### config.mk
export PLATFORM = sky130hd
export DESIGN_NAME = mem_bus_arbiter_flat
export DESIGN_NICKNAME = d
export VERILOG_FILES = /design/src/rtl/mem_bus_arbiter_pkg.sv /design/src/rtl/mem_bus_arbiter_if.sv /design/src/rtl/mem_arb_pick.sv /design/src/rtl/mem_bus_arbiter.sv /design/src/flat_wrapper.sv
export SDC_FILE = /design/constraint.sdc
export NUM_CORES = 1
export LEC_CHECK = 0
export BUFFER_PORTS_ARGS = -buffer_cell sky130_fd_sc_hd__buf_2
export CAP_MARGIN = 10
export CORE_ASPECT_RATIO = 1.75
export CORE_MARGIN = 2
export CORE_UTILIZATION = 30
export CTS_CLUSTER_DIAMETER = 120
export CTS_CLUSTER_SIZE = 20
export DETAILED_ROUTE_END_ITERATION = 16
export PLACE_DENSITY = 0.61
export SLEW_MARGIN = 20
export SYNTH_ARGS = -nofsm -noshare
export SYNTH_HDL_FRONTEND = slang
export SYNTH_SLANG_ARGS = --single-unit
### constraint.sdc
create_clock -name clk -period 3.6 [get_ports clk]
set_input_delay 0.72 -clock clk [delete_from_list [all_inputs] [get_ports clk]]
set_output_delay 0.72 -clock clk [all_outputs]
set_load 0.005 [all_outputs]
### src/rtl/mem_bus_arbiter_pkg.sv
// Shared types and constants for the instruction/data memory arbiter.
// State codes, grant encoding and the all-lanes byte enable used for fetches.
package mem_bus_arbiter_pkg;

    typedef enum logic [1:0] {
        ARB_IDLE   = 2'd0,
        ARB_ACCESS = 2'd1,
        ARB_DONE   = 2'd2
    } arb_state_t;

    typedef enum logic {
        GNT_IF = 1'b0,
        GNT_D  = 1'b1
    } arb_gnt_t;

    localparam logic [3:0] BYTE_SEL_ALL    = 4'hF;
    localparam int         WAIT_STATES_MAX = 15;

endpackage

### src/rtl/mem_bus_arbiter_if.sv
// Bundle of the fetch port, data port, memory port and stall line.
// slave = arbiter view, master = CPU/memory environment view.
interface mem_bus_arbiter_if #(
    parameter int ADDR_W = 32,
    parameter int DATA_W = 32
);
    logic              if_req_i;
    logic [ADDR_W-1:0] if_addr_i;
    logic [DATA_W-1:0] if_data_o;
    logic              if_ack_o;

    logic              d_req_i;
    logic              d_we_i;
    logic [ADDR_W-1:0] d_addr_i;
    logic [3:0]        d_sel_i;
    logic [DATA_W-1:0] d_wdata_i;
    logic [DATA_W-1:0] d_rdata_o;
    logic              d_ack_o;

    logic              mem_ce_o;
    logic              mem_we_o;
    logic [ADDR_W-1:0] mem_addr_o;
    logic [3:0]        mem_sel_o;
    logic [DATA_W-1:0] mem_wdata_o;
    logic [DATA_W-1:0] mem_rdata_i;

    logic              stall_o;

    modport slave (
        input  if_req_i, if_addr_i,
        output if_data_o, if_ack_o,
        input  d_req_i, d_we_i, d_addr_i, d_sel_i, d_wdata_i,
        output d_rdata_o, d_ack_o,
        output mem_ce_o, mem_we_o, mem_addr_o, mem_sel_o, mem_wdata_o,
        input  mem_rdata_i,
        output stall_o
    );

    modport master (
        output if_req_i, if_addr_i,
        input  if_data_o, if_ack_o,
        output d_req_i, d_we_i, d_addr_i, d_sel_i, d_wdata_i,
        input  d_rdata_o, d_ack_o,
        input  mem_ce_o, mem_we_o, mem_addr_o, mem_sel_o, mem_wdata_o,
        output mem_rdata_i,
        input  stall_o
    );

endinterface

### src/rtl/mem_arb_pick.sv
// Combinational winner select between the fetch and data ports.
// MEM_ARB_RR_EN: on a tie the port not granted last wins; otherwise data
// always beats fetch and no last-grant input exists.
module mem_arb_pick
    import mem_bus_arbiter_pkg::*;
(
    input  logic     if_req,
    input  logic     d_req,
`ifdef MEM_ARB_RR_EN
    input  arb_gnt_t last_gnt,
`endif
    output arb_gnt_t gnt
);

    // A lone requester always wins; only a tie consults the policy.
    always_comb begin
        gnt = GNT_IF;
        if (if_req && d_req) begin
`ifdef MEM_ARB_RR_EN
            gnt = (last_gnt == GNT_IF) ? GNT_D : GNT_IF;
`else
            gnt = GNT_D;
`endif
        end else if (d_req) begin
            gnt = GNT_D;
        end
    end

endmodule

### src/rtl/mem_bus_arbiter.sv
// Shares one single-port memory between the instruction-fetch and data ports.
// Each access: IDLE (arbitrate) -> ACCESS for WAIT_STATES+1 cycles -> DONE (ack).
// Optional round-robin arbitration via MEM_ARB_RR_EN (see mem_arb_pick).
module mem_bus_arbiter
    import mem_bus_arbiter_pkg::*;
#(
    parameter int ADDR_W      = 32,
    parameter int DATA_W      = 32,
    parameter int WAIT_STATES = 1
) (
    input  logic clk,
    input  logic rst,
    mem_bus_arbiter_if.slave bus
);

    // The wait counter is 4 bits wide; larger settings cannot be represented.
    generate
        if (WAIT_STATES < 0 || WAIT_STATES > WAIT_STATES_MAX) begin : g_param_err
            $error("mem_bus_arbiter: WAIT_STATES must be within 0..15");
        end
    endgenerate

    localparam logic [3:0] CNT_INIT = 4'(WAIT_STATES);

    arb_state_t        state_reg, state_next;
    logic [3:0]        cnt_reg, cnt_next;
    arb_gnt_t          gnt_reg, gnt_next;
    arb_gnt_t          pick;

    logic              mem_ce_reg, mem_ce_next;
    logic              mem_we_reg, mem_we_next;
    logic [ADDR_W-1:0] mem_addr_reg, mem_addr_next;
    logic [3:0]        mem_sel_reg, mem_sel_next;
    logic [DATA_W-1:0] mem_wdata_reg, mem_wdata_next;

    logic              if_ack_reg, if_ack_next;
    logic              d_ack_reg, d_ack_next;
    logic [DATA_W-1:0] if_data_reg, if_data_next;
    logic [DATA_W-1:0] d_rdata_reg, d_rdata_next;

`ifdef MEM_ARB_RR_EN
    arb_gnt_t          last_gnt_reg, last_gnt_next;

    mem_arb_pick u_pick (
        .if_req   (bus.if_req_i),
        .d_req    (bus.d_req_i),
        .last_gnt (last_gnt_reg),
        .gnt      (pick)
    );
`else
    mem_arb_pick u_pick (
        .if_req (bus.if_req_i),
        .d_req  (bus.d_req_i),
        .gnt    (pick)
    );
`endif

    // Next-state and next-output logic for the IDLE/ACCESS/DONE sequence.
    always_comb begin
        state_next     = state_reg;
        cnt_next       = cnt_reg;
        gnt_next       = gnt_reg;
        mem_ce_next    = mem_ce_reg;
        mem_we_next    = mem_we_reg;
        mem_addr_next  = mem_addr_reg;
        mem_sel_next   = mem_sel_reg;
        mem_wdata_next = mem_wdata_reg;
        if_ack_next    = 1'b0;
        d_ack_next     = 1'b0;
        if_data_next   = if_data_reg;
        d_rdata_next   = d_rdata_reg;
`ifdef MEM_ARB_RR_EN
        last_gnt_next  = last_gnt_reg;
`endif
        case (state_reg)
            ARB_IDLE: begin
                if (bus.if_req_i || bus.d_req_i) begin
                    state_next  = ARB_ACCESS;
                    gnt_next    = pick;
                    mem_ce_next = 1'b1;
                    cnt_next    = CNT_INIT;
`ifdef MEM_ARB_RR_EN
                    last_gnt_next = pick;
`endif
                    if (pick == GNT_D) begin
                        mem_we_next    = bus.d_we_i;
                        mem_addr_next  = bus.d_addr_i;
                        mem_sel_next   = bus.d_sel_i;
                        mem_wdata_next = bus.d_wdata_i;
                    end else begin
                        // Fetches are always full-word reads.
                        mem_we_next    = 1'b0;
                        mem_addr_next  = bus.if_addr_i;
                        mem_sel_next   = BYTE_SEL_ALL;
                        mem_wdata_next = '0;
                    end
                end
            end
            ARB_ACCESS: begin
                if (cnt_reg != 4'd0) begin
                    cnt_next = cnt_reg - 4'd1;
                end else begin
                    // Last memory cycle: capture read data and release the memory.
                    state_next  = ARB_DONE;
                    mem_ce_next = 1'b0;
                    mem_we_next = 1'b0;
                    if (gnt_reg == GNT_IF) begin
                        if_data_next = bus.mem_rdata_i;
                        if_ack_next  = 1'b1;
                    end else begin
                        if (!mem_we_reg) begin
                            d_rdata_next = bus.mem_rdata_i;
                        end
                        d_ack_next = 1'b1;
                    end
                end
            end
            ARB_DONE: begin
                // Ack is high this cycle; new arbitration happens in the following IDLE.
                state_next = ARB_IDLE;
            end
            default: begin
                state_next = ARB_IDLE;
            end
        endcase
    end

    // State and registered-output update; reset aborts any access immediately.
    always_ff @(posedge clk or negedge rst) begin
        if (!rst) begin
            state_reg     <= ARB_IDLE;
            cnt_reg       <= 4'd0;
            gnt_reg       <= GNT_IF;
            mem_ce_reg    <= 1'b0;
            mem_we_reg    <= 1'b0;
            mem_addr_reg  <= '0;
            mem_sel_reg   <= 4'd0;
            mem_wdata_reg <= '0;
            if_ack_reg    <= 1'b0;
            d_ack_reg     <= 1'b0;
            if_data_reg   <= '0;
            d_rdata_reg   <= '0;
`ifdef MEM_ARB_RR_EN
            last_gnt_reg  <= GNT_IF;
`endif
        end else begin
            state_reg     <= state_next;
            cnt_reg       <= cnt_next;
            gnt_reg       <= gnt_next;
            mem_ce_reg    <= mem_ce_next;
            mem_we_reg    <= mem_we_next;
            mem_addr_reg  <= mem_addr_next;
            mem_sel_reg   <= mem_sel_next;
            mem_wdata_reg <= mem_wdata_next;
            if_ack_reg    <= if_ack_next;
            d_ack_reg     <= d_ack_next;
            if_data_reg   <= if_data_next;
            d_rdata_reg   <= d_rdata_next;
`ifdef MEM_ARB_RR_EN
            last_gnt_reg  <= last_gnt_next;
`endif
        end
    end

    assign bus.mem_ce_o    = mem_ce_reg;
    assign bus.mem_we_o    = mem_we_reg;
    assign bus.mem_addr_o  = mem_addr_reg;
    assign bus.mem_sel_o   = mem_sel_reg;
    assign bus.mem_wdata_o = mem_wdata_reg;
    assign bus.if_ack_o    = if_ack_reg;
    assign bus.d_ack_o     = d_ack_reg;
    assign bus.if_data_o   = if_data_reg;
    assign bus.d_rdata_o   = d_rdata_reg;

    // Pipeline freeze: any request that is not completing this cycle.
    assign bus.stall_o = (bus.if_req_i & ~if_ack_reg) | (bus.d_req_i & ~d_ack_reg);

endmodule

### src/flat_wrapper.sv
// flat-port wrapper written by rule: the top's interface ports become plain ports
module mem_bus_arbiter_flat import mem_bus_arbiter_pkg::*;
#(
    parameter int ADDR_W      = 32,
    parameter int DATA_W      = 32,
    parameter int WAIT_STATES = 1
)
  (clk, rst, bus_if_req_i, bus_if_addr_i, bus_if_data_o, bus_if_ack_o, bus_d_req_i, bus_d_we_i, bus_d_addr_i, bus_d_sel_i, bus_d_wdata_i, bus_d_rdata_o, bus_d_ack_o, bus_mem_ce_o, bus_mem_we_o, bus_mem_addr_o, bus_mem_sel_o, bus_mem_wdata_o, bus_mem_rdata_i, bus_stall_o);
  mem_bus_arbiter_if #(.ADDR_W(ADDR_W), .DATA_W(DATA_W)) bus_i ();
  input  logic clk;
  input  logic rst;
  input wire logic [$bits(bus_i.if_req_i)-1:0] bus_if_req_i;
  input wire logic [$bits(bus_i.if_addr_i)-1:0] bus_if_addr_i;
  output wire logic [$bits(bus_i.if_data_o)-1:0] bus_if_data_o;
  output wire logic [$bits(bus_i.if_ack_o)-1:0] bus_if_ack_o;
  input wire logic [$bits(bus_i.d_req_i)-1:0] bus_d_req_i;
  input wire logic [$bits(bus_i.d_we_i)-1:0] bus_d_we_i;
  input wire logic [$bits(bus_i.d_addr_i)-1:0] bus_d_addr_i;
  input wire logic [$bits(bus_i.d_sel_i)-1:0] bus_d_sel_i;
  input wire logic [$bits(bus_i.d_wdata_i)-1:0] bus_d_wdata_i;
  output wire logic [$bits(bus_i.d_rdata_o)-1:0] bus_d_rdata_o;
  output wire logic [$bits(bus_i.d_ack_o)-1:0] bus_d_ack_o;
  output wire logic [$bits(bus_i.mem_ce_o)-1:0] bus_mem_ce_o;
  output wire logic [$bits(bus_i.mem_we_o)-1:0] bus_mem_we_o;
  output wire logic [$bits(bus_i.mem_addr_o)-1:0] bus_mem_addr_o;
  output wire logic [$bits(bus_i.mem_sel_o)-1:0] bus_mem_sel_o;
  output wire logic [$bits(bus_i.mem_wdata_o)-1:0] bus_mem_wdata_o;
  input wire logic [$bits(bus_i.mem_rdata_i)-1:0] bus_mem_rdata_i;
  output wire logic [$bits(bus_i.stall_o)-1:0] bus_stall_o;
  assign bus_i.if_req_i = bus_if_req_i;
  assign bus_i.if_addr_i = bus_if_addr_i;
  assign bus_if_data_o = bus_i.if_data_o;
  assign bus_if_ack_o = bus_i.if_ack_o;
  assign bus_i.d_req_i = bus_d_req_i;
  assign bus_i.d_we_i = bus_d_we_i;
  assign bus_i.d_addr_i = bus_d_addr_i;
  assign bus_i.d_sel_i = bus_d_sel_i;
  assign bus_i.d_wdata_i = bus_d_wdata_i;
  assign bus_d_rdata_o = bus_i.d_rdata_o;
  assign bus_d_ack_o = bus_i.d_ack_o;
  assign bus_mem_ce_o = bus_i.mem_ce_o;
  assign bus_mem_we_o = bus_i.mem_we_o;
  assign bus_mem_addr_o = bus_i.mem_addr_o;
  assign bus_mem_sel_o = bus_i.mem_sel_o;
  assign bus_mem_wdata_o = bus_i.mem_wdata_o;
  assign bus_i.mem_rdata_i = bus_mem_rdata_i;
  assign bus_stall_o = bus_i.stall_o;
  mem_bus_arbiter #(.ADDR_W(ADDR_W), .DATA_W(DATA_W), .WAIT_STATES(WAIT_STATES)) u_core (.clk(clk), .rst(rst), .bus(bus_i));
endmodule
==> results of run 1 <==
## critical path: stages (launching register included)
cell and delay, ns:
dfrtp_1 0.41, inv_1 0.09, ha_1 0.20, or3b_4 0.41, or3_2 0.91, mux2_4 0.46
## layout make-up
type,count,share of cell area [%]
well taps,241,3.78
inverters,7,0.329
multi-input cells,236,25.6
clock inverters,13,1.74
clock buffers,18,5.50
flip-flops and latches,143,44.8
repair buffers,282,18.2
## cell usage in the layout (no fill, tap or decap), drive strengths merged, types with 4 or more instances in the layout
cell	n
dfrtp	143
a21oi	65
inv	9
nand3	4
o21ai	4
nand2	5
mux2i	32
clkinv	7
mux2	64
a22o	32
clkbuf	18
buf	282
o22a	4
## per-stage QoR
stage | cells | power [mW] | area [µm²] | hold slack (ns) | worst slack [ns]
CTS | 940 | 7.23 | 7980 | 0.296 | 0.945
detailed placement | 909 | 5.46 | 7400 | 0.486 | 0.966
global route | 940 | 7.59 | 7980 | 0.307 | 0.859
global placement | 909 | 5.39 | 7400 | 0.482 | 1.00
finish | 940 | 7.12 | 7980 | 0.278 | 0.945
floorplan | 416 | 4.25 | 5820 | 0.424 | 1.52
## cells by family (layout without fill, tap and decap cells)
| logic type | Yosys count | count (layout) | share of synthesized area (%) |
|---|---|---|---|
| AO/OA/AOI/OAI | 112 | 112 | 12.3 |
| AND/OR/NAND/NOR | 26 | 26 | 2.52 |
| multiplexers | 96 | 96 | 19.8 |
| buffers and inverters | 37 | 320 | 3.46 |
| flip-flops | 143 | 143 | 61.5 |
| adder cells (fa/ha/maj) | 2 | 2 | 0.430 |
## report_power, final
part	total, mW	switching [mW]	internal, mW	leakage, nW
Combinational	2.58	1.18	1.41	2.11
Clock	1.74	0.704	1.04	0.282
Sequential	2.80	0.417	2.38	1.69
## metal layers
| metal | GRT usage [%] | wire length (µm) |
|---|---|---|
| met4 | 7.40 | 393 |
| met3 | 3.18 | 844 |
| met2 | 27.3 | 8560 |
| met5 | 0 | 0 |
| met1 | 15.6 | 5480 |
## worst max-delay path by stage
stage / end / slack (ns) / cells past startpoint
floorplan: u_core.bus.if_data_o[10] / 1.52 / 7
global placement: u_core.bus.if_data_o[8] / 1.0 / 5
detailed placement: u_core.bus.if_data_o[22] / 0.97 / 5
CTS: u_core.bus.if_data_o[7] / 0.94 / 5
global route: u_core.bus.if_data_o[18] / 0.86 / 5
finish: u_core.bus.if_data_o[18] / 0.94 / 5
==> results_dict.tcl, run 1 <==
set metrics [dict create \
    status "complete, no violations" \
    reg2reg_from "u_core.cnt_reg[0]" \
    cts_tree "built" \
    netlist_area_mm2 0.00582 \
    final_core_util_pct 41.8 \
    cts_root_buf "clkbuf_16" \
    max-vdd-ir-drop_uv 296 \
    rr_worst_depth 5 \
    die_w_um 109 \
    cts_buffer_depth 2 \
    hpwl_um 11200 \
    synthTopCellsByCount "dfrtp_1 (143), a21oi_1 (65), mux2_2 (35)" \
    syn_to_final_growth_pct 37.2 \
    powerDensity_mw_per_mm2 893 \
    dominantRegCellSynth "dfrtp_1" \
    yosysSeqAreaShare_pct 61.5 \
    syn_nets 555 \
    yosys_register_bits 143 \
    nFillCells 1870 \
    p_leak_nw 4.08 \
    vias_per_cell 4.64 \
    synth.area.top_cells "dfrtp_1 (62%), mux2_4 (7.5%), mux2_2 (6.8%), a21oi_1 (5.6%), mux2i_1 (5.5%)" \
    fin_crit_sh_pct 73.8 \
    cp_max_fo 33 \
    rrSetupSlack_ns 0.94 \
    core_area_mm2 0.0191 \
    cts_buffers 17 \
    fin_crit_ns 2.66 \
    rsz0062_at_grt "false" \
    synth_top_area_cell "dfrtp_1" \
    drive_gt1_share_pct 54.8 \
    grt.overflow.total 0 \
    grt_pass1_wl_um 23400 \
    skew_ns 0.0154 \
    nNetsFinal 826 \
    h-tree-depth 4 \
    setup_viol 0 \
    drcViolationCount 0 \
    grt_pass1_vias 4491 \
    cp-start-kind "flop" \
    synth-edff-count 0 \
    drv_slew 0 \
    clk_latency_ns 0.42 \
    critPathKind "flop to flop" \
    yosysUniqueCellTypes 36 \
    synthArstFlopShare_pct 100 \
    worstMarginPinSlew_ns 1.08 \
    startpoint "u_core.cnt_reg[0]" \
    ys_warn_count 0 \
    worst_ep_required_time_ns 3.89 \
    synth_top_cell_area_share_pct 61.5 \
    end_kind "flop" \
    clk_pin_slew_ns 0.07 \
    maxCapViolations 0 \
    r2r_end "u_core.bus.if_data_o[18]" \
    cts_setup_buffers 0 \
    vias 4359 \
    fp-row-count 67 \
    fmax_ghz 0.377 \
    maxSlewHeadroom_pct 28.3 \
    multi_input_comb_area_mm2 0.00204 \
    fin_tns_setup_ns 0 \
    post_drt_wl_per_cell_um 16.3 \
    cts_resized 0 \
    initialDrtViolationCount 210 \
    drtPass1Iterations 4 \
    worstPathArrival_ns 2.94 \
    clock-sinks 143 \
    die_y_um 188 \
    place_congestion 0.767 \
    io_pins 274 \
    port_buffers 273 \
    routed_wl_um 15300 \
    drtAntennaViolNets 0 \
    synth.avg_cell_area_um2 14.0 \
    seq_area_mm2 0.00358 \
    hold_viol 0 \
    grt_max_degree 61 \
    postCtsHoldBufs 0 \
    synth.most_common_cell "dfrtp_1" \
    start_util_pct 30.4 \
    hold_class "input port to asynchronous set/reset pin" \
    diodes 0 \
    synth_cells 416 \
    antenna_found_initial 0 \
    die_area_mm2 0.0206 \
    grt_usage_pct 14.9 \
]
No activity file was read; power rests on OpenSTA's default activity.
==> run 2: changes to the inputs <==
PLACE_DENSITY = 0.63   (was 0.61)
clock period = 2.2 ns   (was 3.6 ns; I/O delays follow)
==> results_dict.tcl, run 2 (same netlist as run 1, synthesis figures left out) <==
set metrics [dict create \
    cp_max_fo 16 \
    fin_crit_ns 2.06 \
    antenna_found_initial 0 \
    cts_root_buf "clkbuf_16" \
    fp-row-count 67 \
    grt.overflow.total 0 \
    p_leak_nw 4.18 \
    final_core_util_pct 42.8 \
    grt_usage_pct 15.1 \
    hold_viol 0 \
    timing.final.ws_setup_ns 0.139 \
    max-vdd-ir-drop_uv 494 \
    rr_worst_depth 6 \
    fmax_ghz 0.485 \
    clock-sinks 143 \
    hold_class "input port to flop" \
    rrSetupSlack_ns 0.14 \
    diodes 0 \
    reg2reg_from "u_core.cnt_reg[0]" \
    core_area_mm2 0.0191 \
    vias_per_cell 4.59 \
    r2r_end "u_core.bus.if_data_o[7]" \
    mostFrequentLayoutCells "buf_2 (272), dfrtp_1 (143), a21oi_1 (65)" \
    post_drt_wl_per_cell_um 16.2 \
    port_buffers 273 \
    critPathKind "flop to flop" \
    drive_gt1_share_pct 55.1 \
    h-tree-depth 4 \
    fin_tns_setup_ns 0 \
    cp_num_buf_inv 2 \
    nNetsFinal 839 \
    fin_cells 954 \
    final_cell_area_mm2 0.00818 \
    die_w_um 109 \
    grt_pass1_wl_um 23600 \
    drv_slew 0 \
    vias 4375 \
    fin_crit_sh_pct 93.7 \
    min_to "u_core.bus.mem_wdata_o[5]" \
    io_pins 274 \
    rsz0062_at_grt "false" \
    routed_wl_um 15500 \
    dp_slack_ns 0.0438 \
    place_inst 920 \
    grt_pass1_vias 4541 \
    nFillCells 1857 \
    drcViolationCount 0 \
    worstPathArrival_ns 2.35 \
    hpwl_um 11400 \
    drtAntennaViolNets 0 \
    setup_viol 0 \
    powerDensity_mw_per_mm2 1470 \
    slowest_stage "or3_4" \
    crit_chain "inv_1 -> ha_1 -> or3b_4 -> or3_4 -> clkbuf_16 -> mux2_4" \
    dpl_cell_area_mm2 0.00751 \
    worstMarginPinSlew_ns 0.523 \
    cts_buffer_depth 2 \
    clk_pin_slew_ns 0.06 \
    end_kind "flop" \
    die_area_mm2 0.0206 \
    place_congestion 0.781 \
    maxSlewHeadroom_pct 65.1 \
    hold_depth 2 \
    drtPass1Iterations 4 \
    cts_tree "built" \
    clk_latency_ns 0.41 \
    status "complete, no violations" \
    min_from "bus_d_wdata_i[5]" \
    die_y_um 188 \
    worst_ep_required_time_ns 2.49 \
    grt_max_degree 50 \
    start_util_pct 30.4 \
    final_common_cell "buf_2" \
    cpPeakStageDelay_ns 0.42 \
    cts_buffers 17 \
    crit_family "simple AND/OR/NAND/NOR gates" \
    skew_ns 0.00957 \
    initialDrtViolationCount 132 \
    syn_to_final_growth_pct 40.7 \
    maxCapViolations 0 \
    cp-start-kind "flop" \
]
[run 2: changes by cell type in the layout (fill, tap and decap cells not counted), moves of 2 or more]
cell	previous run	this run
clkbuf_8	1	3
inv_6	2	0
buf_12	1	3
bufinv_16	2	4
clkinv_4	3	1
clkinv_2	4	1
buf_4	8	17
clkbuf_1	0	3
[run 2: power by group]
group	total, mW	internal (mW)	switching (mW)
Sequential	4.57	3.90	0.669
Clock	3.07	1.99	1.08
Combinational	4.36	2.40	1.96
[run 2: timing repair]
| action | 4_1_cts | 5_1_grt |
|---|---|---|
| hold buffers | 1 | 0 |
| endpoints found under the setup margin | 0 | 32 |
| hold endpoints to repair | 45 | 0 |
| buffers inserted | 0 | 0 |
| gates resized for setup | 0 | 1 |
[run 2: layer usage]
layer	part of all wire (%)	global-route usage [%]	vias up
met4	3.7	7.94	0
met5	0	0	-
met1	37	16.7	2108
met3	4.3	3.01	30
met2	55	26.6	160
li1	-	-	2077
[run 2: final cells by class]
cell class	instances	area [µm²]	share of cell area, %
inverters	7	26.3	0.321
multi-input cells	236	2050	25.0
repair buffers	295	1600	19.5
flip-flops and latches	143	3580	43.7
clock buffers	23	478	5.84
well taps	241	302	3.68
clock inverters	9	156	1.91
[run 2: worst max path at each step]
stage	endpoint	cells after the start	from	slack, ns
6_report	u_core.bus.if_data_o[7]	6	u_core.cnt_reg[0]	0.14
5_1_grt	u_core.bus.if_data_o[8]	6	u_core.cnt_reg[0]	0.04
4_1_cts	u_core.bus.if_data_o[22]	6	u_core.cnt_reg[0]	0.03
3_5_place_dp	u_core.bus.if_data_o[23]	6	u_core.cnt_reg[0]	0.04
3_3_place_gp	u_core.bus.if_data_o[16]	6	u_core.cnt_reg[0]	0.09
2_1_floorplan	u_core.bus.if_data_o[10]	7	u_core.cnt_reg[0]	0.12
[run 2: metrics by stage]
stage | power (mW) | hold WS (ns)
floorplan | 6.95 | 0.144
detailed placement | 9.01 | 0.424
finish | 12.0 | 0.242
CTS | 12.2 | 0.215
global route | 12.8 | 0.221
global placement | 8.91 | 0.417
